### config.mk
export PLATFORM = sky130hd
export DESIGN_NAME = robo_navegador
export DESIGN_NICKNAME = d
export VERILOG_FILES = /design/src/rtl/nav_pkg.sv /design/src/rtl/nav_proximo.sv /design/src/rtl/robo_navegador.sv
export SDC_FILE = /design/constraint.sdc
export NUM_CORES = 1
export LEC_CHECK = 0
export CAP_MARGIN = 30
export CORE_MARGIN = 1.5
export CORE_UTILIZATION = 52
export CTS_CLUSTER_DIAMETER = 50
export DETAILED_ROUTE_END_ITERATION = 8
export PLACE_DENSITY = 0.86
export SLEW_MARGIN = 25
export SYNTH_ARGS = -nofsm -noshare
export SYNTH_HDL_FRONTEND = slang
export SYNTH_SLANG_ARGS = --single-unit
### constraint.sdc
create_clock -name c2 -period 2.4 [get_ports c2]
set_clock_uncertainty 0.1 [all_clocks]
set_input_delay 0.48 -clock c2 [delete_from_list [all_inputs] [get_ports c2]]
set_output_delay 0.48 -clock c2 [all_outputs]
set_load 0.005 [all_outputs]
### src/rtl/nav_pkg.sv
// Shared types for the navigation unit: heading codes, command ops, FSM states
// and the heading rotation helpers.
package nav_pkg;

  typedef enum logic [2:0] {
    NORTE = 3'b001,
    OESTE = 3'b010,
    LESTE = 3'b011,
    SUL   = 3'b100
  } rumo_t;

  localparam logic [1:0] OP_NOP    = 2'b00;
  localparam logic [1:0] OP_ESQ    = 2'b01;
  localparam logic [1:0] OP_DIR    = 2'b10;
  localparam logic [1:0] OP_AVANCA = 2'b11;

  typedef enum logic [1:0] {
    OCIOSO,
    GIRA,
    AVANCA
  } estado_t;

  localparam logic [2:0] ACAO_PARADO = 3'b000;

  // N -> O -> S -> L -> N
  function automatic rumo_t gira_esq(input rumo_t r);
    case (r)
      NORTE:   return OESTE;
      OESTE:   return SUL;
      SUL:     return LESTE;
      default: return NORTE;
    endcase
  endfunction

  // N -> L -> S -> O -> N
  function automatic rumo_t gira_dir(input rumo_t r);
    case (r)
      NORTE:   return LESTE;
      LESTE:   return SUL;
      SUL:     return OESTE;
      default: return NORTE;
    endcase
  endfunction

endpackage

### src/rtl/nav_proximo.sv
// Next-cell calculator: one step along the heading, flagging when the step
// would leave the grid. Never wraps.
module nav_proximo
  import nav_pkg::*;
#(
  parameter int GRID_W = 8,
  parameter int GRID_H = 8,
  parameter int XW     = 3,
  parameter int YW     = 3
) (
  input  rumo_t           rumo,
  input  logic [XW-1:0]   x,
  input  logic [YW-1:0]   y,
  output logic [XW-1:0]   nx,
  output logic [YW-1:0]   ny,
  output logic            fora
);

  localparam logic [XW-1:0] X_MAX = XW'(GRID_W - 1);
  localparam logic [YW-1:0] Y_MAX = YW'(GRID_H - 1);

  always_comb begin
    nx   = x;
    ny   = y;
    fora = 1'b0;
    case (rumo)
      NORTE:   if (y == Y_MAX) fora = 1'b1; else ny = y + 1'b1;
      SUL:     if (y == '0)    fora = 1'b1; else ny = y - 1'b1;
      LESTE:   if (x == X_MAX) fora = 1'b1; else nx = x + 1'b1;
      OESTE:   if (x == '0)    fora = 1'b1; else nx = x - 1'b1;
      default: fora = 1'b1;
    endcase
  end

endmodule

### src/rtl/robo_navegador.sv
// Command-driven navigation FSM: turns, multi-step advances with edge stop,
// registered heading/position/action outputs.
module robo_navegador
  import nav_pkg::*;
#(
  parameter int GRID_W = 8,
  parameter int GRID_H = 8,
  parameter int X0     = 0,
  parameter int Y0     = 0,
  parameter int STEP_W = 4,
  localparam int XW    = (GRID_W > 1) ? $clog2(GRID_W) : 1,
  localparam int YW    = (GRID_H > 1) ? $clog2(GRID_H) : 1
) (
  input  logic              c2,
  input  logic              reset,
  input  logic              cmd_valid,
  output logic              cmd_ready,
  input  logic [1:0]        cmd_op,
  input  logic [STEP_W-1:0] cmd_passos,
  output logic [2:0]        orientacao,
  output logic [2:0]        acao,
  output logic [XW-1:0]     pos_x,
  output logic [YW-1:0]     pos_y,
  output logic              bloqueado,
  output logic              done
);

  estado_t           estado_q, estado_d;
  rumo_t             rumo_q, rumo_d;
  logic [XW-1:0]     x_q, x_d, nx;
  logic [YW-1:0]     y_q, y_d, ny;
  logic [STEP_W-1:0] cnt_q, cnt_d;
  logic              dir_q, dir_d;
  logic              bloq_q, bloq_d;
  logic              nop_q, nop_d;
  logic              done_q, done_d;
  logic [2:0]        acao_q, acao_d;
  logic              fora;

  nav_proximo #(.GRID_W(GRID_W), .GRID_H(GRID_H), .XW(XW), .YW(YW)) u_prox (
    .rumo (rumo_q),
    .x    (x_q),
    .y    (y_q),
    .nx   (nx),
    .ny   (ny),
    .fora (fora)
  );

  assign cmd_ready = (estado_q == OCIOSO);

  always_comb begin
    estado_d = estado_q;
    rumo_d   = rumo_q;
    x_d      = x_q;
    y_d      = y_q;
    cnt_d    = cnt_q;
    dir_d    = dir_q;
    bloq_d   = bloq_q;
    nop_d    = 1'b0;
    done_d   = nop_q;  // a nop accepted last edge completes on this one
    acao_d   = ACAO_PARADO;
    case (estado_q)
      OCIOSO: if (cmd_valid) begin
        bloq_d = 1'b0;
        case (cmd_op)
          OP_NOP:    nop_d = 1'b1;
          OP_ESQ:    begin estado_d = GIRA; dir_d = 1'b0; end
          OP_DIR:    begin estado_d = GIRA; dir_d = 1'b1; end
          OP_AVANCA: begin estado_d = AVANCA; cnt_d = cmd_passos; end
        endcase
      end
      GIRA: begin
        rumo_d   = dir_q ? gira_dir(rumo_q) : gira_esq(rumo_q);
        done_d   = 1'b1;
        estado_d = OCIOSO;
      end
      AVANCA: begin
        if (cnt_q == '0) begin
          done_d   = 1'b1;
          estado_d = OCIOSO;
        end else if (fora) begin
          // remaining steps are dropped, not resumed
          bloq_d   = 1'b1;
          done_d   = 1'b1;
          cnt_d    = '0;
          estado_d = OCIOSO;
        end else begin
          x_d    = nx;
          y_d    = ny;
          acao_d = rumo_q;
          cnt_d  = cnt_q - 1'b1;
        end
      end
      default: estado_d = OCIOSO;
    endcase
  end

  always_ff @(posedge c2) begin
    if (!reset) begin
      estado_q <= OCIOSO;
      rumo_q   <= NORTE;
      x_q      <= XW'(X0);
      y_q      <= YW'(Y0);
      cnt_q    <= '0;
      dir_q    <= 1'b0;
      bloq_q   <= 1'b0;
      nop_q    <= 1'b0;
      done_q   <= 1'b0;
      acao_q   <= ACAO_PARADO;
    end else begin
      estado_q <= estado_d;
      rumo_q   <= rumo_d;
      x_q      <= x_d;
      y_q      <= y_d;
      cnt_q    <= cnt_d;
      dir_q    <= dir_d;
      bloq_q   <= bloq_d;
      nop_q    <= nop_d;
      done_q   <= done_d;
      acao_q   <= acao_d;
    end
  end

  assign orientacao = rumo_q;
  assign acao       = acao_q;
  assign pos_x      = x_q;
  assign pos_y      = y_q;
  assign bloqueado  = bloq_q;
  assign done       = done_q;

endmodule

; Yosys cells after proc, flatten, opt, wreduce, memory -nomap -nowiden
; Cells that the tools add are included.
[word_totals]
regBits = 22
inputBits = 9
out_inout_bits = 15
wordCells = 91
[classes]
n_addsub = 5
n_eq_ne = 21
n_mux = 33
bitwise = 4
n_reduce_logical = 18
[op_table]
columns = operator, count
row1 = 3-bit case mux with 3 select lines, 2
row2 = 4-bit two-way mux, 4
row3 = 3-bit two-way mux, 5
row4 = 2-bit != test (second input constant), 7
row5 = 3-bit case mux with 2 select lines, 2
row6 = 6-bit AND reduction, 2
row7 = 1-bit two-way mux, 10
row8 = 3-bit == test (second input constant), 3
row9 = 3-bit AND reduction, 3
row10 = 2-bit case mux with 2 select lines, 2
row11 = 4-bit case mux with 2 select lines, 1
row12 = 4-bit AND reduction, 2
row13 = 2-bit nonzero test, 4
row14 = 3-bit by 1-bit adder with 3-bit output (second input constant), 2
row15 = 2-bit == test (second input constant), 3
row16 = 3-bit by 2-bit == test with 1-bit output (second input constant), 2
row17 = 3-bit logical NOT, 2
row18 = 2-bit two-way mux, 3
row19 = 1-bit case mux with 2 select lines, 3
row20 = 3-bit by 1-bit subtractor with 3-bit output (second input constant), 2
row21 = 2-bit by 1-bit == test with 1-bit output (second input constant), 2
row22 = 2-bit logical NOT, 2
row23 = 4-bit logical NOT, 1
row24 = 1-bit NOT, 4
row25 = other kinds (8), 8

; Longest topological paths before layout
; Gate-level depths: netlist of run 1.
[logic_depth]
depth_word = 6
mapped_depth = 8
depth_no_buf = 7

; Modules after synthesis
; A second synthesis of run 1 with hierarchy kept.
[hier_totals]
cells_unflattened = 171
area_unflattened_um2 = 1477.7
[modules_own_cells]
columns = module, n_inst, cells_each, area_per_inst_um2, seq_area_each_um2
row1 = robo_navegador, 1, 127, 1142.3, 440.4
row2 = nav_proximo, 1, 44, 335.3, 0.0

; Least setup slack after synthesis of run 1
; OpenSTA, ideal clock, no wires.
[synth_timing]
kind = reg-to-reg
start = reg rumo_q[1], in the netlist orientacao[1]
end = reg x_q[2], in the netlist pos_x[2]
setup_ns = 0.115
arrival_time_ns = 1.783
required_time_ns = 2.185
setup_slack_ns = 0.402
path_stages_with_launch = 9
path_buffers = 1
synth_period_minus_slack_ns = 1.998
cell_sequence = dfxtp_1 > clkbuf_2 > nor3b_1 > inv_1 > fa_1 > xnor2_1 > nand3_1 > xnor2_1 > and2_1
[synth_via]
elab_chain_len = 4
word_cells_on_any_way = 11
cone_classes = 6 x eq/ne / 2 x mux / 1 x bitwise / 2 x reduce/logical
[synth_lines]
columns = element, line
row1 = from (decl), robo_navegador.sv:29  ; rumo_t rumo_q, rumo_d;
row2 = from (signal assigned), robo_navegador.sv:112  ; rumo_q <= rumo_d;
row3 = "3-bit by 2-bit == test with 1-bit output, or another cell as far along", nav_proximo.sv:26  ; case (rumo)
row4 = 1-bit case mux with 4 select lines, nav_proximo.sv:26
row5 = 1-bit NOT (no line), --
row6 = 6-bit AND reduction (no line), --
row7 = to (signal assigned), robo_navegador.sv:102  ; x_q <= XW'(X0);
row8 = to (decl), robo_navegador.sv:30  ; logic [XW-1:0] x_q, x_d, nx;
; Several ways; a longest one is shown, not always the timed one.
; A chain may end at the register's enable or synchronous reset.

; Worst setup path after layout of run 1
[layout_timing]
start = reg estado_q[0]
end = out cmd_ready
[layout_via]
elab_chain_len = 1
[layout_lines]
columns = element, line
row1 = from (decl), robo_navegador.sv:28  ; estado_t estado_q, estado_d;
row2 = from (signal assigned), robo_navegador.sv:111  ; estado_q <= estado_d;
row3 = 2-bit logical NOT, robo_navegador.sv:49  ; assign cmd_ready = (estado_q == OCIOSO);
row4 = to (decl), robo_navegador.sv:17  ; output logic cmd_ready,
; Every way passes these cells.

==> results.md, run 1 <==
- Worst EP required: 1.82 ns
- Comb pwr share: 0.312
- Clk Latency, worst-skew pair: 0.31 ns
- First-pass GRT wire length: 5050 um
- Remaining global-route overflow: 0
- Sink Count: 22
- Area growth syn-to-layout: 19.45%
- Setup CP Type: flop to primary output
- Nets: 191
- Avg WL per Cell: 15.17 um
- Htree depth: 1
- Post-synth top area share: 0.3140
- Reg-to-reg slack, setup: 0.24 ns
- Vias/cell: 5.771
- Synth Register Bits: 22
- Clock-pin slew on the worst setup and hold paths: 0.12 ns
- Post-synth net total: 167
- Switching share of power: 0.3191
- Commonest cells after routing, fill and taps aside: clkdlybuf4s50_1 (23), dfxtp_1 (22), inv_1 (15)
- Pre-Repair DR Iteration Count: 4
- Most common cell after layout, fill and taps aside: clkdlybuf4s50_1
- IO Count: 24
- HP Class: flop to flop
- Hold Slack: 0.4027 ns
- Crit share post-route: 0.9208
- CTS Buf Count: 3
- Synth Area per Inst: 9.413 um^2
- Net Switching: 0.0002730 W
- Antenna diode count: 0
- RSZ-0062 raised after global routing: false
- Largest net degree at the start of global routing: 24
- Internal power: 0.0005826 W
- Routability congestion estimate: 0.8130
- DRT iter0 DRCs: 20
- Seq/Total Area, Yosys: 0.3140
- Slew Limit Fails: 0
- Slew HR: 0.4796
- Initial Utilization: 0.5561
- Netlist cell types: 53
- Fillers: 218
- Total track usage: 0.2341
- # port buffers: 23
- Min cycle time layout: 2.210 ns
- Met1 Track Usage GR: 0.2769
- Crit-path max FO: 8
- Antenna violations before repair: 0
- Count of final setup violators: 0
- GR met3 Demand/Resource: 0.02688
- Post-CTS Setup Bufs: 0
- Syn Std Cell Area: 1403 um^2
- CTS tree: done
- Max Clk Rate: 0.4525 GHz
- Setup TNS: 0 ns
- Top cells by area, synth: dfxtp_1 (31%), ha_1 (6.2%), xnor2_1 (5.0%), inv_1 (4.0%), fa_1 (2.9%)
- Die H: 54.94 um
- Place WS: 0.07941 ns
- Sequential share of power: 0.486
- Clock buffer depth: 2
- CP Data Arrival Time: 1.63 ns
- Core footprint: 2522 um^2
- Row count: 18
- Asr flop ratio synth: 0
- Outcome: completed
- Worst setup EP type: primary output
- Root Driver: clkbuf_4
- Routed WL: 3049 um
- Post-cts sizing count: 0
- Fin. Hold Viols: 0
- Layout cells sized above 1: 0.1170
- Power Density: 510.7 nW/um^2
- Syn Inst Count: 149
- Main synth FF type: dfxtp_1
- Max-Cap Viols: 0
- Ys Warns: 0
- Total Power: 0.0008555 W
- Hpwl dp: 2270 um
- Grt met2 use: 0.4266
- Remaining antenna violation count after routing: 0
- Worst vdd ir: 413.0 uV
- Pleak: 0.6572 nW
- Final WS setup: 0.1900 ns
- Die area: 3018 um^2
- Vias in the first global route: 1123
- Die W: 54.94 um
- Clock power frac: 0.203
- EDFF count, synth: 0
- Top Usage Layer GRT: met2
- Synth area leader: dfxtp_1
- Cts hold-fix bufs: 0
- Least-Margin Pin Slew: 0.7782 ns
- Post-route DRC: 0
- Routed via count: 1160
- CP Launch Type: flop
==> per-stage QoR <==
step | std cells | instance area (um^2) | util
6_report | 201 | 1675 | 0.6642
5_1_grt | 201 | 1675 | 0.6642
4_1_cts | 201 | 1675 | 0.6642
3_5_place_dp | 198 | 1653 | 0.6553
3_3_place_gp | 198 | 1653 | 0.6553
2_1_floorplan | 149 | 1403 | -
==> metal layers <==
layer  part of all wire  up-vias
met1               0.43      564
met4              0.012        0
met2               0.52       25
li1                   -      567
met5                  0        -
met3              0.034        4
==> logic make-up (layout without fill, tap and decap cells) <==
logic type / count (synthesis) / count (layout) / share of synthesized area
muxes: 1 / 1 / 0.007137
buffers and inverters: 22 / 44 / 0.06868
DFF: 22 / 22 / 0.3140
and+or+nand+nor: 53 / 53 / 0.2649
xor gates and xnor gates: 9 / 9 / 0.05620
AOI/OAI and AO/OA: 33 / 33 / 0.1980
adders and majority gates: 9 / 9 / 0.09099
==> layout make-up <==
class / count / area [um^2] / area share
Multi-Input combinational cell: 105 / 865.8 / 0.5168
Sequential cell: 22 / 440.4 / 0.2629
Timing Repair Buffer: 26 / 252.7 / 0.1509
Inverter: 15 / 56.30 / 0.03361
Tap cell: 30 / 37.54 / 0.02240
Clock buffer: 3 / 22.52 / 0.01344
==> path summary, 6_finish.rpt <==
path / cells after the start / endpoint / from
max: 3 / cmd_ready / estado_q[0]
min: 1 / done / nop_q
max reg2reg: 7 / pos_y[2] / orientacao[2]
min reg2reg: 1 / done / nop_q
==> power by group through the flow <==
| stage | clock (W) | combinational (W) | sequential, W |
|---|---|---|---|
| after floorplan | 0 | 0.000195 | 0.000412 |
| after global placement | 0 | 0.000251 | 0.000421 |
| after detailed placement | 0 | 0.000263 | 0.000424 |
| after CTS | 0.000175 | 0.000265 | 0.000415 |
| after global routing | 0.000185 | 0.000293 | 0.000420 |
| final | 0.000173 | 0.000267 | 0.000415 |
==> sequential cells by signal (all words and copies together) (netlist names) <==
register	flops
dir_q	1
pos_x	3
acao	3
estado_q	2
nop_q	1
cnt_q	4
bloqueado	1
orientacao	3
pos_y	3
done	1
==> critical path, cell delays in order (launching register included) <==
cell             delay (ns)
dfxtp_1                0.34
inv_1                  0.11
ha_1                   0.31
clkdlybuf4s50_1        0.56
==> cell usage after synthesis (all sizes together), types with 5 or more instances <==
| library cell | number |
|---|---|
| nand3 | 6 |
| xnor2 | 8 |
| nand2 | 5 |
| nand2b | 5 |
| o21ai | 6 |
| dfxtp | 22 |
| a21oi | 6 |
| nor2 | 7 |
| inv | 15 |
| ha | 7 |
| and2 | 5 |
| nor2b | 5 |
(Power assumes the default switching activity.)
==> inputs of run 2 (changes only) <==
--- a/config.mk
+++ b/config.mk
@@ -7,10 +7,12 @@
 export LEC_CHECK = 0
 export CAP_MARGIN = 30
 export CORE_MARGIN = 1.5
-export CORE_UTILIZATION = 52
+export CORE_UTILIZATION = 54
+export CTS_BUF_LIST = sky130_fd_sc_hd__clkbuf_4 sky130_fd_sc_hd__clkbuf_8
 export CTS_CLUSTER_DIAMETER = 50
 export DETAILED_ROUTE_END_ITERATION = 8
-export PLACE_DENSITY = 0.86
+export GPL_ROUTABILITY_DRIVEN = 0
+export PLACE_DENSITY = 0.88
 export SLEW_MARGIN = 25
 export SYNTH_ARGS = -nofsm -noshare
 export SYNTH_HDL_FRONTEND = slang
==> run 2 against run 1 <==
  * Die area shrank 3.5%
  * Combinational power is essentially flat
  * Clock-buffer cell count is the same
  * Core utilization grew 2.7 points
  * Cell area grew 2.2%
  * Via count shrank 1.8%
  * Cell count grew 1.0%
  * Critical path type unchanged
  * Critical endpoint unchanged
  * Largest cell class unchanged
  * Largest power group unchanged
==> results.md, run 2 (synthesis gave the netlist of run 1 again) <==
- Remaining global-route overflow: 0 (unchanged)
- Post-CTS Setup Bufs: 0 (unchanged)
- Hpwl dp: 2169 um (-4.4%)
- Antenna diode count: 0 (unchanged)
- Slew Limit Fails: 0 (unchanged)
- Pleak: 0.6761 nW (+2.9%)
- Row count: 18 (unchanged)
- Layout cells sized above 1: 0.1272 (+0.01021)
- Avg WL per Cell: 14.16 um (-6.7%)
- CTS Buf Count: 3 (unchanged)
- Remaining antenna violation count after routing: 0 (unchanged)
- Htree depth: 1 (unchanged)
- Largest stage delay, worst path: 0.55 ns (about the same)
- Die W: 53.97 um (-1.8%)
- Hold path depth: 1 (unchanged)
- DRT iter0 DRCs: 12 (-40%)
- Crit-path cells: inv_1, ha_1, clkdlybuf4s50_1
- Sink Count: 22 (unchanged)
- Largest register by flop count: cnt_q
- Max-Cap Viols: 0 (unchanged)
- Clk Latency, worst-skew pair: 0.32 ns (about the same)
- Area growth syn-to-layout: 22.12%
- Largest net degree at the start of global routing: 14 (-42%)
- Crit-path slowest cell: clkdlybuf4s50_1
- Clock buffer depth: 2 (unchanged)
- Max Clk Rate: 0.4493 GHz (-0.71%)
- Slew HR: 0.6781 (+0.1985)
- Routed via count: 1139 (-1.8%)
- Least-Margin Pin Slew: 0.4822 ns (-0.2960 ns)
- Pre-Repair DR Iteration Count: 4 (unchanged)
- # port buffers: 23 (unchanged)
- Vias/cell: 5.611 (-2.8%)
- Die area: 2912 um^2 (-3.5%)
- Root Driver: clkbuf_4
- Setup TNS: 0 ns (unchanged)
- HP Class: flop to flop
- Routed WL: 2874 um (-5.7%)
- Fin. Hold Viols: 0 (unchanged)
- Crit-path max FO: 8 (unchanged)
- Post-route DRC: 0 (unchanged)
- Setup CP Type: flop to primary output
- Vias in the first global route: 1039 (-7.5%)
- Count of final setup violators: 0 (unchanged)
- Total track usage: 0.2167 (-0.01733)
- Post-cts sizing count: 0 (unchanged)
- Final Core Density: 0.6914 (+0.02723)
- Core footprint: 2477 um^2 (-1.8%)
- Worst setup EP type: primary output
- Cts hold-fix bufs: 0 (unchanged)
- Initial Utilization: 0.5662 (+0.01011)
- Worst vdd ir: 522.1 uV (+26%)
- Most common cell after layout, fill and taps aside: clkdlybuf4s50_1
- Crit share post-route: 0.9274 (+0.006566)
- Clock-pin slew on the worst setup and hold paths: 0.14 ns (+0.02 ns)
- Cells on worst reg2reg path: 7 (unchanged)
- Fillers: 209 (-4.1%)
- Power Density: 569.8 nW/um^2 (+12%)
- CP Data Arrival Time: 1.65 ns (+0.02 ns)
- IO Count: 24 (unchanged)
- Worst EP required: 1.82 ns (about the same)
- Outcome: completed
- Max reg flops: 4 (unchanged)
- CP Launch Type: flop
- RSZ-0062 raised after global routing: false
- Antenna violations before repair: 0 (unchanged)
- Commonest cells after routing, fill and taps aside: clkdlybuf4s50_1 (23), dfxtp_1 (22), inv_1 (15)
- Min cycle time layout: 2.226 ns (+0.01576 ns)
- CTS tree: done
- Die H: 53.97 um (-1.8%)
- First-pass GRT wire length: 4547 um (-10%)
- Nets: 192 (+0.52%)
==> run 2: power breakdown <==
part / internal [W] / switching (W) / total (W) / leakage [nW]
clock network: 0.000169 / 0.000125 / 0.000294 / 0.0279
registers: 0.000387 / 0.0000291 / 0.000416 / 0.179
logic: 0.000138 / 0.000128 / 0.000266 / 0.470
total: 0.000694 / 0.000282 / 0.000976 / 0.676
==> run 2: area by class of cell <==
class,count,area [um^2],area share
Clock buffer,3,22.52,0.01315
Clock inverter,1,30.03,0.01753
Sequential cell,22,440.4,0.2571
Tap cell,30,37.54,0.02191
Timing Repair Buffer,27,260.3,0.1519
Inverter,15,56.30,0.03287
Multi-Input combinational cell,105,865.8,0.5055
==> run 2: metrics by stage <==
stage / std cells / hold slack, ns / total power (W) / worst slack, ns / area [um^2]
floorplan: 149 / 0.3495 / 0.0006076 / 0.4018 / 1403
global placement: 199 / 0.3588 / 0.0006723 / 0.1734 / 1660
detailed placement: 199 / 0.3582 / 0.0006864 / 0.04772 / 1660
CTS: 203 / 0.3877 / 0.0009734 / 0.1578 / 1713
global route: 203 / 0.4017 / 0.001021 / 0.08295 / 1713
finish: 203 / 0.3888 / 0.0009761 / 0.1743 / 1713
==> run 2: path summary, 6_finish.rpt <==
| check | start | endpoint | slack, ns |
|---|---|---|---|
| worst max-delay path | estado_q[0] | cmd_ready | 0.17 |
| worst max register to register | orientacao[2] | pos_y[2] | 0.23 |
| worst min register to register | nop_q | done | 0.39 |
| worst min-delay path | nop_q | done | 0.39 |
==> run 2: worst max-delay path: cells and delay by family, from the launching register on <==
family                   cells  cell delay [ns]
flip-flops                   1             0.35
adder cells (fa/ha/maj)      1             0.31
buffers and inverters        2             0.67
==> run 2: layer usage <==
layer  GRT usage  vias up  part of all wire
met5           0        -                 0
met4     0.08120        0            0.0035
met3     0.02778        2             0.025
met2      0.3821       19              0.51
met1      0.2658      550              0.46
li1            -      568                 -
==> inputs of run 3 (changes only) <==
--- a/config.mk
+++ b/config.mk
@@ -9,7 +9,6 @@
 export CORE_MARGIN = 1.5
 export CORE_UTILIZATION = 54
 export CTS_BUF_LIST = sky130_fd_sc_hd__clkbuf_4 sky130_fd_sc_hd__clkbuf_8
-export CTS_CLUSTER_DIAMETER = 50
 export DETAILED_ROUTE_END_ITERATION = 8
 export GPL_ROUTABILITY_DRIVEN = 0
 export PLACE_DENSITY = 0.88
==> results of run 3 <==
No change in the layout: final DEF, timing and power equal those of run 2.
